===== src/rtl/hazard_sequencer.sv =====
// Pipeline hazard controller for a 5-stage RV32I core: stall/flush sequencing for
// load-use, redirects and data-memory waits, execute-stage forwarding selects, and
// saturating stall/flush performance counters.
module hazard_sequencer #(
    parameter int unsigned ADDR_W   = 5,
    parameter int unsigned MAX_WAIT = 15,
    parameter int unsigned CNT_W    = 32
) (
    input  logic              clk,
    input  logic              rst_n,
    input  logic [ADDR_W-1:0] Rs1D_i,
    input  logic [ADDR_W-1:0] Rs2D_i,
    input  logic [ADDR_W-1:0] Rs1E_i,
    input  logic [ADDR_W-1:0] Rs2E_i,
    input  logic [ADDR_W-1:0] RdE_i,
    input  logic              ResultSrcE_i,
    input  logic [ADDR_W-1:0] RdM_i,
    input  logic              RegWriteM_i,
    input  logic [ADDR_W-1:0] RdW_i,
    input  logic              RegWriteW_i,
    input  logic              PCSrcE_i,
    input  logic              MemBusyM_i,
    output logic              StallF_o,
    output logic              StallD_o,
    output logic              StallE_o,
    output logic              FlushD_o,
    output logic              FlushE_o,
    output logic [1:0]        ForwardAE_o,
    output logic [1:0]        ForwardBE_o,
    output logic              WaitTimeout_o,
    output logic [CNT_W-1:0]  StallCnt_o,
    output logic [CNT_W-1:0]  FlushCnt_o
);

    localparam int unsigned WAIT_W = (MAX_WAIT < 1) ? 1 : $clog2(MAX_WAIT + 1);
    localparam logic [WAIT_W:0]  WAIT_MAX = (WAIT_W + 1)'(MAX_WAIT);
    localparam logic [WAIT_W:0]  WAIT_ONE = (WAIT_W + 1)'(1);
    localparam logic [CNT_W-1:0] CNT_ONE  = CNT_W'(1);

    typedef enum logic [1:0] {
        StRun,
        StLoadStall,
        StRedirect,
        StMemWait
    } state_t;

    state_t             r_state;
    state_t             w_next;
    logic [WAIT_W-1:0]  r_wait_cnt;
    logic               r_timeout;
    logic [CNT_W-1:0]   r_stall_cnt;
    logic [CNT_W-1:0]   r_flush_cnt;

    logic               w_lw;
    logic               w_pcsrc;
    logic               w_wait_tick;
    logic               w_wait_hit;
    logic [WAIT_W:0]    w_wait_inc;
    logic               w_stall_f;
    logic               w_stall_d;
    logic               w_stall_e;
    logic               w_flush_d;
    logic               w_flush_e;
    logic [1:0]         w_fwd_a;
    logic [1:0]         w_fwd_b;

    // Memory-stage result wins over writeback; x0 is never forwarded.
    function automatic logic [1:0] fwd_sel(input logic [ADDR_W-1:0] rs);
        if (RegWriteM_i && (RdM_i != '0) && (RdM_i == rs)) begin
            return 2'b10;
        end else if (RegWriteW_i && (RdW_i != '0) && (RdW_i == rs)) begin
            return 2'b01;
        end
        return 2'b00;
    endfunction

    // Forwarding selects and hazard sequencing (Mealy outputs, next state).
    always_comb begin
        w_fwd_a     = fwd_sel(Rs1E_i);
        w_fwd_b     = fwd_sel(Rs2E_i);
        w_lw        = ResultSrcE_i && (RdE_i != '0) && ((RdE_i == Rs1D_i) || (RdE_i == Rs2D_i));
        // Execute holds a flushed bubble right after a redirect.
        w_pcsrc     = PCSrcE_i && (r_state != StRedirect);
        w_wait_tick = (r_state == StMemWait) && MemBusyM_i;
        w_wait_inc  = {1'b0, r_wait_cnt} + WAIT_ONE;
        w_wait_hit  = w_wait_tick && (w_wait_inc == WAIT_MAX);
        w_stall_f   = 1'b0;
        w_stall_d   = 1'b0;
        w_stall_e   = 1'b0;
        w_flush_d   = 1'b0;
        w_flush_e   = 1'b0;
        w_next      = StRun;
        if (MemBusyM_i) begin
            w_stall_f = 1'b1;
            w_stall_d = 1'b1;
            w_stall_e = 1'b1;
            w_next    = w_wait_hit ? StRun : StMemWait;
        end else if (w_pcsrc) begin
            w_flush_d = 1'b1;
            w_flush_e = 1'b1;
            w_next    = StRedirect;
        end else if (w_lw) begin
            w_stall_f = 1'b1;
            w_stall_d = 1'b1;
            w_flush_e = 1'b1;
            w_next    = StLoadStall;
        end
    end

    // While reset is held the pipeline is frozen and flushed to NOPs.
    assign StallF_o      = rst_n & w_stall_f;
    assign StallD_o      = rst_n & w_stall_d;
    assign StallE_o      = rst_n & w_stall_e;
    assign FlushD_o      = ~rst_n | w_flush_d;
    assign FlushE_o      = ~rst_n | w_flush_e;
    assign ForwardAE_o   = rst_n ? w_fwd_a : 2'b00;
    assign ForwardBE_o   = rst_n ? w_fwd_b : 2'b00;
    assign WaitTimeout_o = r_timeout;
    assign StallCnt_o    = r_stall_cnt;
    assign FlushCnt_o    = r_flush_cnt;

    // FSM state, wait-cycle counter, sticky timeout and saturating perf counters.
    always_ff @(posedge clk or negedge rst_n) begin
        if (!rst_n) begin
            r_state     <= StRun;
            r_wait_cnt  <= '0;
            r_timeout   <= 1'b0;
            r_stall_cnt <= '0;
            r_flush_cnt <= '0;
        end else begin
            r_state <= w_next;
            if (w_wait_tick && !w_wait_hit) begin
                r_wait_cnt <= w_wait_inc[WAIT_W-1:0];
            end else begin
                r_wait_cnt <= '0;
            end
            if (w_wait_hit) begin
                r_timeout <= 1'b1;
            end
            if (w_stall_f && (r_stall_cnt != '1)) begin
                r_stall_cnt <= r_stall_cnt + CNT_ONE;
            end
            if (w_flush_d && (r_flush_cnt != '1)) begin
                r_flush_cnt <= r_flush_cnt + CNT_ONE;
            end
        end
    end

endmodule


===== config.mk =====
export PLATFORM = sky130hd
export DESIGN_NAME = hazard_sequencer
export DESIGN_NICKNAME = d
export VERILOG_FILES = /design/src/rtl/hazard_sequencer.sv
export SDC_FILE = /design/constraint.sdc
export NUM_CORES = 1
export LEC_CHECK = 0
export ABC_AREA = 1
export BUFFER_PORTS_ARGS = -buffer_cell sky130_fd_sc_hd__buf_2
export CORE_ASPECT_RATIO = 1.1
export CORE_UTILIZATION = 35
export DETAILED_ROUTE_END_ITERATION = 8
export MAX_ROUTING_LAYER = met4
export SYNTH_ARGS = -nofsm -noshare
export SYNTH_HDL_FRONTEND = slang
export SYNTH_SLANG_ARGS = --single-unit

===== constraint.sdc =====
create_clock -name clk -period 4.65 [get_ports clk]
set_clock_uncertainty 0.2 [all_clocks]
set_input_delay 0.465 -clock clk [delete_from_list [all_inputs] [get_ports clk]]
set_output_delay 0.465 -clock clk [all_outputs]
set_load 0.05 [all_outputs]

==> impl_results.md, run 1 <==
- Final ANT Viol Nets: 0
- Die Span X: 115 um
- Synth warn: 0
- Final hold viol count: 0
- Post-synthesis sequential area ratio: 36.3%
- DRT iter0 DRCs: ~280
- Vias in the first global route: 4,416
- Antenna cell count: 0
- Worst relative slew slack: 27.4%
- List of most frequent post-synthesis cells: 245 x nand2_1, 92 x nor2_1, 72 x inv_1, 71 x dfrtp_1, 53 x nand3_1
- Clock share of power: a little over a third
- Pleak: 0.00300 uW
- FFs w/ async S/R, synth: 100%
- Area taken by flip-flops and latches: 1780 um2
- Synthesized cell area: 4890 um2
- Core area: 13,400 um2
- Count of state elements after synthesis: 71
- Gate power share: 24.8%
- Worst Path Max Fanout: 45
- Cell with the most instances after synthesis: nand2_1
- Fmax: 0.330 GHz
- Net Sw Frac: 36.3%
- Global-route wire length before repair: 21,000 um
- Internal power: 1180 uW
- Clock Tree Buf Depth: 2
- Power per standard cell area: 314 nW/um2
- Worst hold slack: about 230 ps
- Critical path class: input port to output pin
- Post-synthesis mux area share: 0%
- Max cap viols: 0
- Total Routing Usage GR: 18.9%
- Setup Buffers After CTS: 0
- Post-synth EDFFs: 0
- Total gr overflow: 0
- CTS Sinks: a little over 70
- # rows: 44
- Min Tclk post-route: roughly 3000 ps
- CTS tree: done
- Fill count: 1,443
- Max-slew violations: 0
- Avg Cell Area, Syn: 6.95 um2
- Root buffer cell: clkbuf_16
- Peak supply drop: 0.000313 V
- RSZ-0062 raised after global routing: false
- Post-DP HPWL: roughly 9500 um
- Syn nets: approximately 750
- GRT met3 Usage: between 3 and 4%
- Crit start category: input port
- Routed WL: 12,600 um
- Flop pwr share: 40.3%
- Net switching power: 671 uW
- Post-synthesis cell count: ~700
- Largest net degree at the start of global routing: between 40 and 50
- Main combinational cell family by area after synthesis: simple AND/OR/NAND/NOR gates
- Busiest grt layer: met2
- Placer's final routability congestion estimate: approximately 0.92
- Die area: 14,400 um2
- Worst skew pair latency: 330 ps
- Drt wl/cell: 12.5 um
- Final setup fails: 0
- IO buf count: 115
- Initial core utilization: between 30 and 40%
- Synth top area share: 36.3%
- Die Ht: approximately 130 um
- Layout cells sized above 1: 18.9%
- Compound-Gate Fraction of Synth Area: 2.92%
- M1 GR Usage: 23.1%
- Crit end category: output pin
- Post-synthesis simple-gate area fraction: 39.7%
- Final WS setup: approximately 1600 ps
- Status: finished, final reports clean
- Adder-cell share of the synthesized area: 1.02%
- Initial antenna violation count: 0
- First-pass iteration count of the detailed router: 5
- Area Overhead vs Synth: 20.3%
- Via/cell ratio: 4.67
- HP Class: input port to register
- CP arrival: approximately 2400 ps
- Top-level I/O count: 116
- Multi-input logic area: 2710 um2
- Post-synthesis xor/xnor area fraction: 11.8%
- Setup TNS: 0 ps
- Num CTS Buffers: 9
- Largest cells by area after synthesis: dfrtp_1 36%, nand2_1 19%, xor2_1 7.7%
- Period utilization: between 60 and 70%
- Pre-CTS setup slack: 1930 ps
- Worst slew pin tran: 1090 ps
- Dominant synthesized flop cell: dfrtp_1
- Clock Pin Slew Worst Setup and Hold Paths: about 50 ps
- Leading area contributor after synthesis: dfrtp_1
- H-tree depth: 3
- PostCTS Resize Cnt: 0
- Req. time, crit path: 3980 ps
- Met2 Use GR: 31.9%
- Synth cell types: 34
- Number of nets in the layout: 865
- # DRC: 0
- Vias: 4,707
==> through the flow <==
| stage | power, uW | instances | util (%) | instance area [um2] |
|---|---|---|---|---|
| 3_3_place_gp | 1210 | 991 | 41.6 | 5590 |
| 6_report | 1850 | 1008 | 43.8 | 5880 |
| 2_1_floorplan | 1080 | 703 | - | 4890 |
| 4_1_cts | 1870 | 1008 | 43.8 | 5880 |
| 3_5_place_dp | 1220 | 991 | 41.6 | 5590 |
| 5_1_grt | 1940 | 1008 | 43.8 | 5880 |
==> state kept, by name, indices dropped and copies added, names as in the netlist <==
signal         flops
StallCnt_o        32
FlushCnt_o        32
r_wait_cnt         4
WaitTimeout_o      1
r_state            2
==> worst max-delay path, stage by stage <==
cell,delay (ps)
dlygate4sd3_1,530
buf_4,470
buf_4,470
nand2_1,90
inv_1,50
buf_2,250
==> power by group through the flow <==
stage          Sequential (uW)  Clock [uW]  Combinational [uW]
6_report                   745         646                 459
3_3_place_gp               756           0                 457
5_1_grt                    755         684                 497
4_1_cts                    744         662                 463
2_1_floorplan              912           0                 171
3_5_place_dp               754           0                 461
==> repair_timing <==
item,4_1_cts,5_1_grt
endpoints found under the setup margin,0,0
hold buffers,1,0
endpoints found under the hold margin,42,0
==> worst paths after layout <==
kind | from | endpoint | slack, ps | depth (start not counted)
max in group asynchronous | rst_n | FlushCnt_o[0] | 2950 | 3
worst max register to register | StallCnt_o[0] | StallCnt_o[23] | 1910 | 9
worst min-delay path | MemBusyM_i | r_state[1] | 230 | 3
min in group asynchronous | rst_n | StallCnt_o[6] | 470 | 2
worst min register to register | WaitTimeout_o | WaitTimeout_o | 260 | 2
worst max-delay path | rst_n | StallE_o | 1620 | 6
==> cells in the final DEF (no fill, tap or decap), drive strengths merged <==
master,instances
clkinvlp,1
o41ai,1
inv,75
o31ai,1
nor4,2
nor3b,1
nand3,57
a21boi,3
nand2,249
o21ai,14
dlygate4sd3,1
clkinv,2
clkbuf,13
xor2,43
nand3b,4
nand4,17
o21bai,1
a21oi,3
or2,6
nor3,18
dfrtp,71
xnor2,23
ha,4
nor2,97
buf,117
==> area by class of cell <==
class / count / share of cell area [%]
Clock inverter: 3 / 0.298
Multi-Input combinational cell: 544 / 46.1
Inverter: 75 / 4.79
Tap cell: 184 / 3.91
Timing Repair Buffer: 118 / 10.3
Clock buffer: 13 / 4.43
Sequential cell: 71 / 30.2
==> logic make-up after synthesis <==
logic type,after synthesis
adders and majority gates,4
AOI/OAI and AO/OA,23
and+or+nand+nor,451
DFF,71
xor gates and xnor gates,66
buffers and inverters,88
==> layer usage <==
layer  wire length, um  vias to the layer above  part of all wire [%]
met5                 0                        -                     0
met3               489                       15                   3.9
met4               187                        0                   1.5
met2              6240                      110                    50
li1                  -                     2428                     -
met1              5650                     2154                    45
(Power assumes the default switching activity.)
==> run 2, diff against run 1 <==
Settings changed: ABC_AREA 1 to 0.
Clock period 4.65 ns to 3.2 ns, I/O delays scaled along.
==> impl_results.md, run 2 <==
- Syn nets: 425 (-43%)
- Clock Pin Slew Worst Setup and Hold Paths: 50 ps (about the same)
- Post-synthesis cell count: 379 (-46%)
- Power per standard cell area: 541 nW/um2 (+72%)
- Gate power share: 23.7% (-1.1 points)
- Avg Cell Area, Syn: 10.1 um2 (+45%)
- Placer's final routability congestion estimate: 0.852 (-7.1%)
- Post-synthesis sequential area ratio: 46.3% (+10 points)
- Antenna cell count: 0 (unchanged)
- DP Area: 4580 um2 (-18%)
- FF-to-FF path depth: 7 (-2)
- Period utilization: 82.6%
- Initial antenna violation count: 0 (unchanged)
- Synth top area share: 46.3% (+10 points)
- Initial core utilization: 36.4% (about the same)
- RSZ-0062 raised after global routing: false
- Die area: 11,400 um2 (-21%)
- Setup crit start: rst_n
- DRT iter0 DRCs: 91 (-68%)
- Count of state elements after synthesis: 71 (unchanged)
- Root buffer cell: clkbuf_16
- Leading area contributor after synthesis: dfrtp_1
- Critical path class: input port to output pin
- Net Sw Frac: 35.6% (-0.66 points)
- Top-level I/O count: 116 (unchanged)
- Pre-CTS setup slack: 617 ps (-1310 ps)
- Vias in the first global route: 3,079 (-30%)
- Core area: 10,500 um2 (-22%)
- Post-layout instance area: 4860 um2 (-17%)
- Worst relative slew slack: 61.7% (+34 points)
- Net switching power: 937 uW (+40%)
- Largest net degree at the start of global routing: 44 (-4.3%)
- First-pass iteration count of the detailed router: 5 (unchanged)
- Synth cell types: 46 (+35%)
- Max cap viols: 0 (unchanged)
- Status: finished, final reports clean
- Die Span X: 102 um (-11%)
- Req. time, crit path: 2680 ps (-1300 ps)
- Clock share of power: 35.1% (+0.2 points)
- Total Routing Usage GR: 17.0% (-1.9 points)
- Area Overhead vs Synth: 26.9%
- Peak supply drop: 0.000292 V (-6.7%)
- Clock Tree Buf Depth: 2 (unchanged)
- Pleak: 0.00241 uW (-20%)
- Max-slew violations: 0 (unchanged)
- Final ANT Viol Nets: 0 (unchanged)
- Hold path depth: 3 (unchanged)
- Buf+Inv Stages, Crit Path: 3 (-2)
- Reg2reg end: StallCnt_o[1]
- Crit end category: output pin
- IO buf count: 115 (unchanged)
- Crit start category: input port
- Fmax: 0.378 GHz
- Flop pwr share: 41.2% (+0.9 points)
- # DRC: 0 (unchanged)
- Vias: 3,156 (-33%)
- Die Ht: 112 um (-11%)
- Worst slew pin tran: 571 ps (-519 ps)
- Most frequent cells in the layout: 114 x buf_2, 71 x dfrtp_1, 57 x xor2_1, 35 x xnor2_1, 30 x nand2_1
- Via/cell ratio: 4.84 (+3.7%)
- Routed WL: 8910 um (-29%)
- Crit path cell chain: dlygate4sd3_1, buf_4, o211ai_1, or4_1, nor4_1, buf_2
- Worst Path Max Fanout: 3 (-93%)
- Synth warn: 0 (unchanged)
- Total gr overflow: 0 (unchanged)
- Internal power: 1700 uW (+44%)
- Final hold viol count: 0 (unchanged)
- Flop2flop setup slack: 620 ps (-1290 ps)
- H-tree depth: 3 (unchanged)
- Number of nets in the layout: 550 (-36%)
- Setup TNS: 0 ps (unchanged)
- Hold Path Sink: r_state[1]
- Dominant synthesized flop cell: dfrtp_1
- CP arrival: 2120 ps (-240 ps)
- Most common cell after layout, fill and taps aside: buf_2
- CTS tree: done
- # rows: 39 (-11%)
- Layout cells sized above 1: 29.9% (+11 points)
- Worst Min Path Start: PCSrcE_i
- Global-route wire length before repair: 14,600 um (-31%)
- Num CTS Buffers: 9 (unchanged)
- Largest delay contributor family on the critical path: buffers and inverters
- Post-DP HPWL: 6720 um (-29%)
- HP Class: input port to register
- Worst skew pair latency: 330 ps (about the same)
- Slowest CP cell: dlygate4sd3_1
- Min Tclk post-route: 2640 ps
- Cell with the most instances after synthesis: dfrtp_1
- Critical Path Max Stage Delay: 530 ps (about the same)
- Final WS setup: 556 ps (-1070 ps)
- Drt wl/cell: 13.7 um (+9.6%)
- List of most frequent post-synthesis cells: 71 x dfrtp_1, 57 x xor2_1, 35 x xnor2_1, 30 x nand2_1, 29 x nor2_1
- Reg2Reg Launch Point: StallCnt_o[0]
- Post-synth EDFFs: 0 (unchanged)
- CTS Sinks: 71 (unchanged)
- Final setup fails: 0 (unchanged)
- Largest cells by area after synthesis: dfrtp_1 46%, xor2_1 13%, xnor2_1 8.0%
- Synthesized cell area: 3830 um2 (-22%)
- FFs w/ async S/R, synth: 100% (unchanged)
- Final core area utilization: 46.1% (+2.4 points)
-- run 2: cells by family after synthesis --
family                   count (synthesis)  synth area share, %
AND/OR/NAND/NOR                        172                 24.4
XOR/XNOR                                93                 21.4
flip-flops                              71                 46.3
buffers and inverters                   20                 2.61
AO/OA/AOI/OAI                           17                 3.26
adder cells (fa/ha/maj)                  4                 1.31
multiplexers                             2                0.587
-- run 2: metal layers --
layer	global-route usage (%)	part of all wire, %	up-vias
met4	5.99	1.7	0
li1	-	-	1561
met2	26.7	48	74
met3	5.27	5.6	12
met5	-	0	-
met1	20.4	45	1509
-- run 2: power groups by stage --
stage / clock network [uW] / registers [uW] / logic [uW]
finish: 925 / 1080 / 625
global route: 995 / 1100 / 672
CTS: 957 / 1090 / 633
detailed placement: 0 / 1100 / 631
global placement: 0 / 1100 / 626
floorplan: 0 / 1340 / 183
-- run 2: worst max path at each step --
stage                endpoint  slack [ps]  depth (start not counted)
2_1_floorplan  ForwardAE_o[0]           9                          4
3_3_place_gp    StallCnt_o[1]         600                          7
3_5_place_dp    StallCnt_o[1]         620                          7
4_1_cts        ForwardBE_o[0]         540                          6
5_1_grt         StallCnt_o[1]         410                          7
6_report       ForwardBE_o[0]         560                          6
-- run 2: repair_timing --
action | 4_1_cts | 5_1_grt
hold endpoints to repair | 71 | 0
setup buffers | 0 | 0
endpoints found under the setup margin | 0 | 0
hold buffers | 1 | 0
resized for setup | 0 | 0
-- run 2: tightest hold or removal path: cells and delay by family --
kind	cells	cell delay [ps]
AO/OA/AOI/OAI	2	210
buffers and inverters	1	100
-- run 2: metrics by stage --
stage / instances / hold slack [ps] / power [uW]
2_1_floorplan: 379 / -176 / 1530
3_3_place_gp: 635 / 234 / 1720
3_5_place_dp: 635 / 242 / 1730
4_1_cts: 652 / 133 / 2680
5_1_grt: 652 / 170 / 2770
6_report: 652 / 144 / 2630
-- run 2: layout make-up --
type,count,area (um2)
fillers,1032,5680
flip-flops and latches,71,1780
clock buffers,11,243
clock inverters,5,33.8
well taps,143,179
multi-input cells,288,1960
inverters,13,48.8
repair buffers,121,626
